===== src/rtl/run_ctrl_pkg.sv =====
// run_ctrl_pkg
// Shared types and constants for the CPU run controller.
//   state_e          : 2-bit run-controller FSM state encoding
//   DEBOUNCE_DEFAULT : default number of stable clocks needed to accept a button change
package run_ctrl_pkg;

   // The encoding is visible on the controller's state output, so the values are fixed.
   typedef enum logic [1:0] {
      IDLE = 2'd0,
      RUN  = 2'd1,
      STEP = 2'd2,
      BRK  = 2'd3
   } state_e;

   localparam logic [15:0] DEBOUNCE_DEFAULT = 16'd50000;

endpackage


===== src/rtl/btn_debounce.sv =====
// btn_debounce
// Synchronizes a raw push-button into the clk domain, debounces it, and produces
// a single-clock pulse whenever the debounced level goes from 0 to 1.
// Ports:
//   clk_i    : system clock
//   rst_ni   : asynchronous active-low reset
//   btn_i    : raw, asynchronous button input
//   rise_o   : one-clk pulse on a 0->1 transition of the debounced level
// Parameter:
//   DEBOUNCE_CYCLES : consecutive clocks the synchronized input must differ from
//                     the accepted level before the new level is taken
module btn_debounce
   import run_ctrl_pkg::*;
#(
   parameter logic [15:0] DEBOUNCE_CYCLES = DEBOUNCE_DEFAULT
) (
   input  logic clk_i,
   input  logic rst_ni,
   input  logic btn_i,
   output logic rise_o
);

   logic        sync1_q;
   logic        sync2_q;
   logic        level_q;
   logic        levelDly_q;
   logic [15:0] cnt_q;

   // Two-flop synchronizer feeding a counter that only lets the accepted level
   // follow the button once it has disagreed for DEBOUNCE_CYCLES clocks in a row.
   // Any sample agreeing with the accepted level clears the count, so a bounce
   // restarts the qualification window. The >= compare keeps 0 and 1 behaving
   // as "accept on the first differing sample".
   always_ff @(posedge clk_i or negedge rst_ni) begin
      if (!rst_ni) begin
         sync1_q    <= 1'b0;
         sync2_q    <= 1'b0;
         level_q    <= 1'b0;
         levelDly_q <= 1'b0;
         cnt_q      <= '0;
      end else begin
         sync1_q    <= btn_i;
         sync2_q    <= sync1_q;
         levelDly_q <= level_q;
         if (sync2_q != level_q) begin
            if ((cnt_q + 16'd1) >= DEBOUNCE_CYCLES) begin
               level_q <= sync2_q;
               cnt_q   <= '0;
            end else begin
               cnt_q <= cnt_q + 16'd1;
            end
         end else begin
            cnt_q <= '0;
         end
      end
   end

   // The delayed copy makes the rising-edge pulse exactly one clock wide.
   assign rise_o = level_q & ~levelDly_q;

endmodule


===== src/rtl/cpu_run_ctrl.sv =====
// cpu_run_ctrl
// Run/step/breakpoint controller that turns a prescaled CPU-rate tick into a
// registered one-clock CPU clock-enable pulse, and counts the pulses issued.
// Ports:
//   clk      : system clock, all state updates on the rising edge
//   reset    : asynchronous active-low reset
//   tick     : one-clk CPU-rate strobe, synchronous to clk
//   run_sw   : free-run request level (asynchronous, synchronized here)
//   step_btn : raw single-step push-button (asynchronous, debounced here)
//   brk_addr : breakpoint compare value for the low PC byte
//   pclow    : current CPU PC low byte
//   cpu_en   : registered one-clk CPU clock-enable pulse
//   state    : current FSM state (run_ctrl_pkg::state_e encoding)
//   halted   : 1 while stopped at a breakpoint
//   cyc_cnt  : saturating count of cpu_en pulses issued
// Configuration:
//   RUN_CTRL_BRK_EN : when defined, the breakpoint compare and the BRK state are
//                     built; otherwise BRK is unreachable, halted is 0 and
//                     brk_addr/pclow are ignored.
module cpu_run_ctrl
   import run_ctrl_pkg::*;
#(
   parameter logic [15:0] DEBOUNCE_CYCLES = DEBOUNCE_DEFAULT,
   parameter int          CNT_W           = 32
) (
   input  logic             clk,
   input  logic             reset,
   input  logic             tick,
   input  logic             run_sw,
   input  logic             step_btn,
   input  logic [7:0]       brk_addr,
   input  logic [7:0]       pclow,
   output logic             cpu_en,
   output logic [1:0]       state,
   output logic             halted,
   output logic [CNT_W-1:0] cyc_cnt
);

   logic             runSync1_q;
   logic             runSync2_q;
   logic             stepReq;
   state_e           state_q;
   logic             cpuEn_q;
   logic [CNT_W-1:0] cycCnt_q;

   // The run switch is a plain level, so a two-flop synchronizer is enough.
   always_ff @(posedge clk or negedge reset) begin
      if (!reset) begin
         runSync1_q <= 1'b0;
         runSync2_q <= 1'b0;
      end else begin
         runSync1_q <= run_sw;
         runSync2_q <= runSync1_q;
      end
   end

   btn_debounce #(
      .DEBOUNCE_CYCLES (DEBOUNCE_CYCLES)
   ) u_stepDebounce (
      .clk_i  (clk),
      .rst_ni (reset),
      .btn_i  (step_btn),
      .rise_o (stepReq)
   );

`ifdef RUN_CTRL_BRK_EN
   logic halted_q;
   logic brkMatch;

   // Compared in the tick clock, so a match stops the CPU before that instruction.
   assign brkMatch = (pclow == brk_addr);
`else
   logic unusedBrk;

   assign unusedBrk = ^{brk_addr, pclow};
`endif

   // Controller FSM. cpu_en is cleared every clock and set only on the clock
   // that consumes a qualifying tick, which gives the one-clock latency and
   // guarantees no back-to-back enables from a one-clock tick. A falling run
   // switch beats a simultaneous tick, and step requests arriving in RUN or
   // STEP fall through without effect because those branches ignore stepReq.
   always_ff @(posedge clk or negedge reset) begin
      if (!reset) begin
         state_q  <= IDLE;
         cpuEn_q  <= 1'b0;
`ifdef RUN_CTRL_BRK_EN
         halted_q <= 1'b0;
`endif
      end else begin
         cpuEn_q <= 1'b0;
         case (state_q)
            IDLE: begin
               if (runSync2_q) begin
                  state_q <= RUN;
               end else if (stepReq) begin
                  state_q <= STEP;
               end
            end
            RUN: begin
               if (!runSync2_q) begin
                  state_q <= IDLE;
`ifdef RUN_CTRL_BRK_EN
               end else if (tick && brkMatch) begin
                  state_q  <= BRK;
                  halted_q <= 1'b1;
`endif
               end else if (tick) begin
                  cpuEn_q <= 1'b1;
               end
            end
            STEP: begin
               if (tick) begin
                  cpuEn_q <= 1'b1;
                  state_q <= IDLE;
               end
            end
`ifdef RUN_CTRL_BRK_EN
            BRK: begin
               if (!runSync2_q) begin
                  state_q  <= IDLE;
                  halted_q <= 1'b0;
               end else if (stepReq) begin
                  state_q  <= STEP;
                  halted_q <= 1'b0;
               end
            end
`else
            BRK: begin
               state_q <= IDLE;
            end
`endif
            default: begin
               state_q <= IDLE;
            end
         endcase
      end
   end

   // Pulse counter sticks at all-ones instead of wrapping.
   always_ff @(posedge clk or negedge reset) begin
      if (!reset) begin
         cycCnt_q <= '0;
      end else if (cpuEn_q && (cycCnt_q != '1)) begin
         cycCnt_q <= cycCnt_q + CNT_W'(1);
      end
   end

   assign cpu_en  = cpuEn_q;
   assign state   = state_q;
   assign cyc_cnt = cycCnt_q;
`ifdef RUN_CTRL_BRK_EN
   assign halted  = halted_q;
`else
   assign halted  = 1'b0;
`endif

endmodule


===== config.mk =====
export PLATFORM = sky130hd
export DESIGN_NAME = cpu_run_ctrl
export DESIGN_NICKNAME = d
export VERILOG_FILES = /design/src/rtl/run_ctrl_pkg.sv /design/src/rtl/btn_debounce.sv /design/src/rtl/cpu_run_ctrl.sv
export SDC_FILE = /design/constraint.sdc
export NUM_CORES = 1
export LEC_CHECK = 0
export ABC_CLOCK_PERIOD_IN_PS = 2950
export CORE_MARGIN = 3
export CORE_UTILIZATION = 52
export DETAILED_ROUTE_END_ITERATION = 12
export HOLD_SLACK_MARGIN = 0.15
export PLACE_DENSITY_LB_ADDON = 0.15
export SYNTH_ARGS = -nofsm -noshare
export SYNTH_HDL_FRONTEND = slang
export SYNTH_SLANG_ARGS = --single-unit

===== constraint.sdc =====
create_clock -name clk -period 2.95 [get_ports clk]
set_input_delay 0.59 -clock clk [delete_from_list [all_inputs] [get_ports clk]]
set_output_delay 0.59 -clock clk [all_outputs]
set_load 0.01 [all_outputs]

; Word level (Yosys, flattened, before mapping)
; Cells that the tools add are included.
[totals]
output_inout_bits = 36
ff_bits = 57
wordCells = 37
[op_classes]
bitwise_logic = 2
n_eq_ne = 8
muxes = 10
add_sub_neg = 2
reduce_logical = 4
order_cmp = 1
[ops]
columns = op, n
row1 = "32-bit by 1-bit adder with 32-bit output, second input constant", 1
row2 = 16-bit two-way mux, 2
row3 = "32-bit != test, second input constant", 1
row4 = "16-bit by 1-bit adder with 16-bit output, second input constant", 1
row5 = "16-bit >= comparator, second input constant", 1
row6 = 2-bit two-way mux, 4
row7 = 2-bit one-hot mux with 4 select lines, 1
row8 = "2-bit == test, second input constant", 2
row9 = "2-bit != test, second input constant", 2
row10 = "3-bit != test, second input constant", 1
row11 = 3-bit AND reduction, 1
row12 = "2-bit by 1-bit == test with 1-bit output, second input constant", 1
row13 = 2-bit logical NOT, 1
row14 = 1-bit two-way mux, 2
row15 = 1-bit one-hot mux with 2 select lines, 1
row16 = 2-bit AND reduction, 1
row17 = 1-bit bitwise AND, 1
row18 = 1-bit logical AND, 1
row19 = 1-bit != test, 1
row20 = 1-bit NOT, 1

; Longest topological paths before layout
[logic_depth]
word_depth = 5
depth_mapped = 9
mapped_depth_nobuf = 7

; Cells and area by module
; From an unflattened synthesis, not the netlist that was laid out.
[hier_totals]
hier_cells = 299
area_unflattened_um2 = 3061.7
[by_module_without_submodules]
columns = mod, cells_each, area_per_inst_um2, n_inst
row1 = cpu_run_ctrl, 180, 1858.0, 1
row2 = btn_debounce, 119, 1203.7, 1

; Worst setup path after synthesis
; No wires, ideal clock.
[synth_timing]
path_kind = register -> register
start = register u_stepDebounce.cnt_q[1]
end = register u_stepDebounce.level_q
period_less_slack_ps = 2088
path_slack_ps = 862
arrival_time_ps = 1961
path_stages_with_launch = 9
required_ps = 2822
setup_time_ps = 128
path_buffers = 1
path_cell_list = dfrtp_1 > ha_1 > and3_1 > buf_6 > o2111ai_1 > a32o_1 > a22oi_4 > a21oi_4 > mux2_1
[synth_via]
elab_chain_len = 3
[synth_lines]
columns = item, line_no
row1 = "start, declared", btn_debounce.sv:27  ; logic [15:0] cnt_q;
row2 = "start signal, assigned", btn_debounce.sv:50  ; cnt_q <= cnt_q + 16'd1;
row3 = 16-bit by 1-bit adder with 16-bit output, btn_debounce.sv:46  ; if ((cnt_q + 16'd1) >= DEBOUNCE_CYCLES) begin
row4 = 16-bit >= comparator, btn_debounce.sv:46
row5 = 2-bit AND reduction (no source line), n/a
row6 = "end signal, assigned", btn_debounce.sv:47  ; level_q <= sync2_q;
row7 = "end, declared", btn_debounce.sv:25  ; logic level_q;
; Every way passes these cells.
; A chain may end at the register's enable or synchronous reset.

; Worst setup path after layout
[layout_timing]
start = register u_stepDebounce.cnt_q[0]
end = register u_stepDebounce.level_q
; Same word-level chain as after synthesis.

==> summary by stage <==
Finish
Across the whole layout, storage elements account for ~0.0014 mm2. After the flow finishes, the layout carries non-filler instances totaling 394. The synthesis-to-finish area growth is 19.4%. The library cells used most frequently in the layout, excluding fill and tap cells, are 57 x sky130_fd_sc_hd__dfrtp_1, 38 x sky130_fd_sc_hd__xnor2_1, 38 x sky130_fd_sc_hd__clkdlybuf4s50_1. Summing all multi-input logic gate instances after layout gives 0.00150 mm2. The total of fill cells in the finished design is slightly below 500.

Leaving out fill and tap cells, the most frequent cell in the layout is sky130_fd_sc_hd__dfrtp_1. Of the cells placed in the final design, the portion with a size suffix greater than 1 is 0.155. The fraction of the core area covered by cells at the end of the flow is 0.650. After the last flow step, the layout net total stands at 343.

The diode insertion count for antenna repair is 0.

Pwr
The static leakage is 1.50 nW. The peak supply drop is 0.404 mV. The power density normalized to cell area is 483 mW/mm2.

After layout, the design draws a total of between 1.5 and 2 mW.

Routing
The number of search-and-repair iterations in the first detailed-routing pass is 4. The total wirelength of the detailed-routed design is 5880 um. After the first detailed-routing iteration, the DRC count stood at around 110. The count of nets left with antenna violations once routing finished came out at 0. In the final routed layout, each cell accounts on average for 14.9 um. The routed via count divided by cell count is about 5.5. The detailed-route via count is around 2200. In the routed design, unresolved DRC markers number 0.

Clock network
The clock slew seen by the registers of the worst setup and hold paths is 70 ps. The clock passes through at most 2 buffers. Clock tree synthesis inserted a total of 9 buffers. The number of hold buffers added after CTS was 0.

Buffers added to address setup during post-CTS repair amount to 0. The number of sinks on the clock net is 57. Post-CTS repair changed the size of 0 cells. The master cell of the clock root buffer is sky130_fd_sc_hd__clkbuf_8. The number of H-tree levels is 3. The source-to-sink clock delay at the later pin of the worst-skew pair is between 300 and 400 ps. TritonCTS built the clock tree.

Worst setup path
The type of origin of the critical path is a flop. The critical path starts at u_stepDebounce.cnt_q[0]$_DFF_PN0_. The arrival time of data at the critical path endpoint is roughly 2800 ps. Data on the critical path is required at its endpoint by 3160 ps.

The origin of the critical flop-to-flop path is u_stepDebounce.cnt_q[0]$_DFF_PN0_. The maximum net fanout on the critical path is 15. The cell family with the largest share of critical-path delay is simple AND/OR/NAND/NOR gates. The kind of end point of the critical path is a flop. On the worst path, the slowest cell contributes a delay of 500 ps. The critical path goes through ha_1 -> nand3_1 -> nor3_1 -> or3_1 -> a22oi_2 -> a21oi_4 -> mux2_1. The slowest stage of the critical path is the sky130_fd_sc_hd__dfrtp_1 cell. Together, buffers and inverters on the worst path number 0. The critical setup path kind is flop to flop.

Floorplan
The site row count is 27. The die is 82.4 um tall. The count of boundary I/O pins is 57. The initial utilization of the core area, before any placement, comes to 0.544. The die covers 0.00679 mm2.

The area of the core region is 0.00557 mm2. The die is 82.4 um wide.

Placement
The detailed placement HPWL is 4090 um. Before CTS, the worst setup slack after placement is 343 ps. The congestion estimate from routability-driven global placement came to 0.857.

In this run the tool buffered the top-level ports with 39 buffer cells. The total placed cells including tap cells is 378.

Timing
The total negative setup slack is 0 ps. At the pin with the least slew margin, the transition time is 771 ps. Setup repair after global routing left no endpoint under its margin. The top achievable clock speed is 385 MHz. The max-slew violation count is 0. The ratio of final minimum period to clock period is 0.881. The smallest clock period supported by the final layout is computed as 2600 ps. On the final layout, the worst clock skew is 10.4 ps.

The final setup slack of the worst path is 351 ps. The final count of negative-setup-slack endpoints is 0. The relative slew slack is 0.486. The number of hold violations in the final report is 0.

Outcome
The run finished with clean final reports.

Logic synthesis
For this run, asynchronously set or reset flops after synthesis account for 1.00. For this run, the leading register cell type out of synthesis is sky130_fd_sc_hd__dfrtp_1. The synthesized instance count is 275. The distinct cell type count of the synthesized netlist is 59. The average instance in the mapped netlist occupies 11.0 um2. The number of enable flip-flop cells after synthesis is 0.

The net count after synthesis is 301. Counting flops and latches in the post-synthesis netlist gives 57. The total of warnings raised by yosys is 0.

The cell area that synthesis handed to floorplanning was 0.00303 mm2. The share of the Yosys chip area taken by registers is 0.470.

GRT
The global router's overall resource usage is 0.196. The initial antenna violation count was 0. The via count of the first global-routing pass was 2094. The maximum number of pins on one net before global-route repair is 23. The global-route wire length before repair is 10100 um. The remaining global-route overflow is 0.

Hold path
The path class of the tightest hold or removal check is input pin to asynchronous set/reset pin.

Flow run
The count of max-cap constraint violations is 0.
## sequential cells by signal, summed over array words and instances, names as in the netlist
register and cells:
cyc_cnt 32, u_stepDebounce.cnt_q 16, state 2, cpu_en 1, runSync1_q 1, runSync2_q 1, u_stepDebounce.levelDly_q 1, u_stepDebounce.level_q 1
u_stepDebounce.sync1_q 1, u_stepDebounce.sync2_q 1
## power by group
group          leakage [nW]  total (mW)  internal [mW]  switching, mW
Combinational         0.634       0.223          0.114          0.109
Clock                0.0932       0.650          0.347          0.303
Sequential            0.778       0.877          0.820         0.0569
## metal layers
layer | routed length (um) | vias to the layer above | track usage
met4 | 30 | 0 | 0.0797
met3 | 254 | 2 | 0.0499
li1 | - | 1065 | -
met5 | 0 | - | 0
met2 | 2810 | 44 | 0.289
met1 | 2780 | 1073 | 0.274
## worst paths after layout
path	end	slack, ps	depth (start not counted)
max	u_stepDebounce.level_q$_DFFE_PN0P_	350	7
min	u_stepDebounce.cnt_q[4]$_DFF_PN0_	220	1
max reg2reg	u_stepDebounce.level_q$_DFFE_PN0P_	350	7
min reg2reg	u_stepDebounce.sync2_q$_DFF_PN0_	350	0
max in group asynchronous	runSync1_q$_DFF_PN0_	2060	2
min in group clk	u_stepDebounce.sync2_q$_DFF_PN0_	350	0
## kinds of logic (layout without fill, tap and decap cells)
kind of cell,Yosys count,after routing,synth area share
AND/OR/NAND/NOR,118,118,0.252
AO/OA/AOI/OAI,27,27,0.0788
flip-flops,57,57,0.470
multiplexers,2,2,0.00742
XOR/XNOR,46,46,0.133
adder cells (fa/ha/maj),5,5,0.0206
buffers and inverters,19,66,0.0371
other,1,1,0.00124
## final cells by class
type,count,share of cell area
clock buffer,13,0.0439
clock inverter,3,0.00414
inverter,8,0.00829
multi-input combinational,199,0.413
sequential,57,0.394
tap,72,0.0249
timing repair buffer,42,0.113
## synth_stat cells, drive strengths merged, types with 4 or more instances
library cell | number | share of area
and4 | 6 | 0.019
and3 | 11 | 0.024
inv | 8 | 0.0099
ha | 5 | 0.021
buf | 8 | 0.023
nor3 | 19 | 0.051
a21oi | 7 | 0.015
nor2 | 14 | 0.017
xor2 | 8 | 0.023
xnor2 | 38 | 0.11
o21ai | 4 | 0.0066
nand3 | 20 | 0.039
nand2 | 17 | 0.021
dfrtp | 57 | 0.47
nand4 | 16 | 0.039
## stage by stage
stage / instance area [um2] / hold slack (ps)
after CTS: 3620 / 233
final: 3620 / 216
after global placement: 3450 / 334
after detailed placement: 3450 / 338
after global routing: 3620 / 245
after floorplan: 3030 / 294
Power figures use the tool's default switching activity.
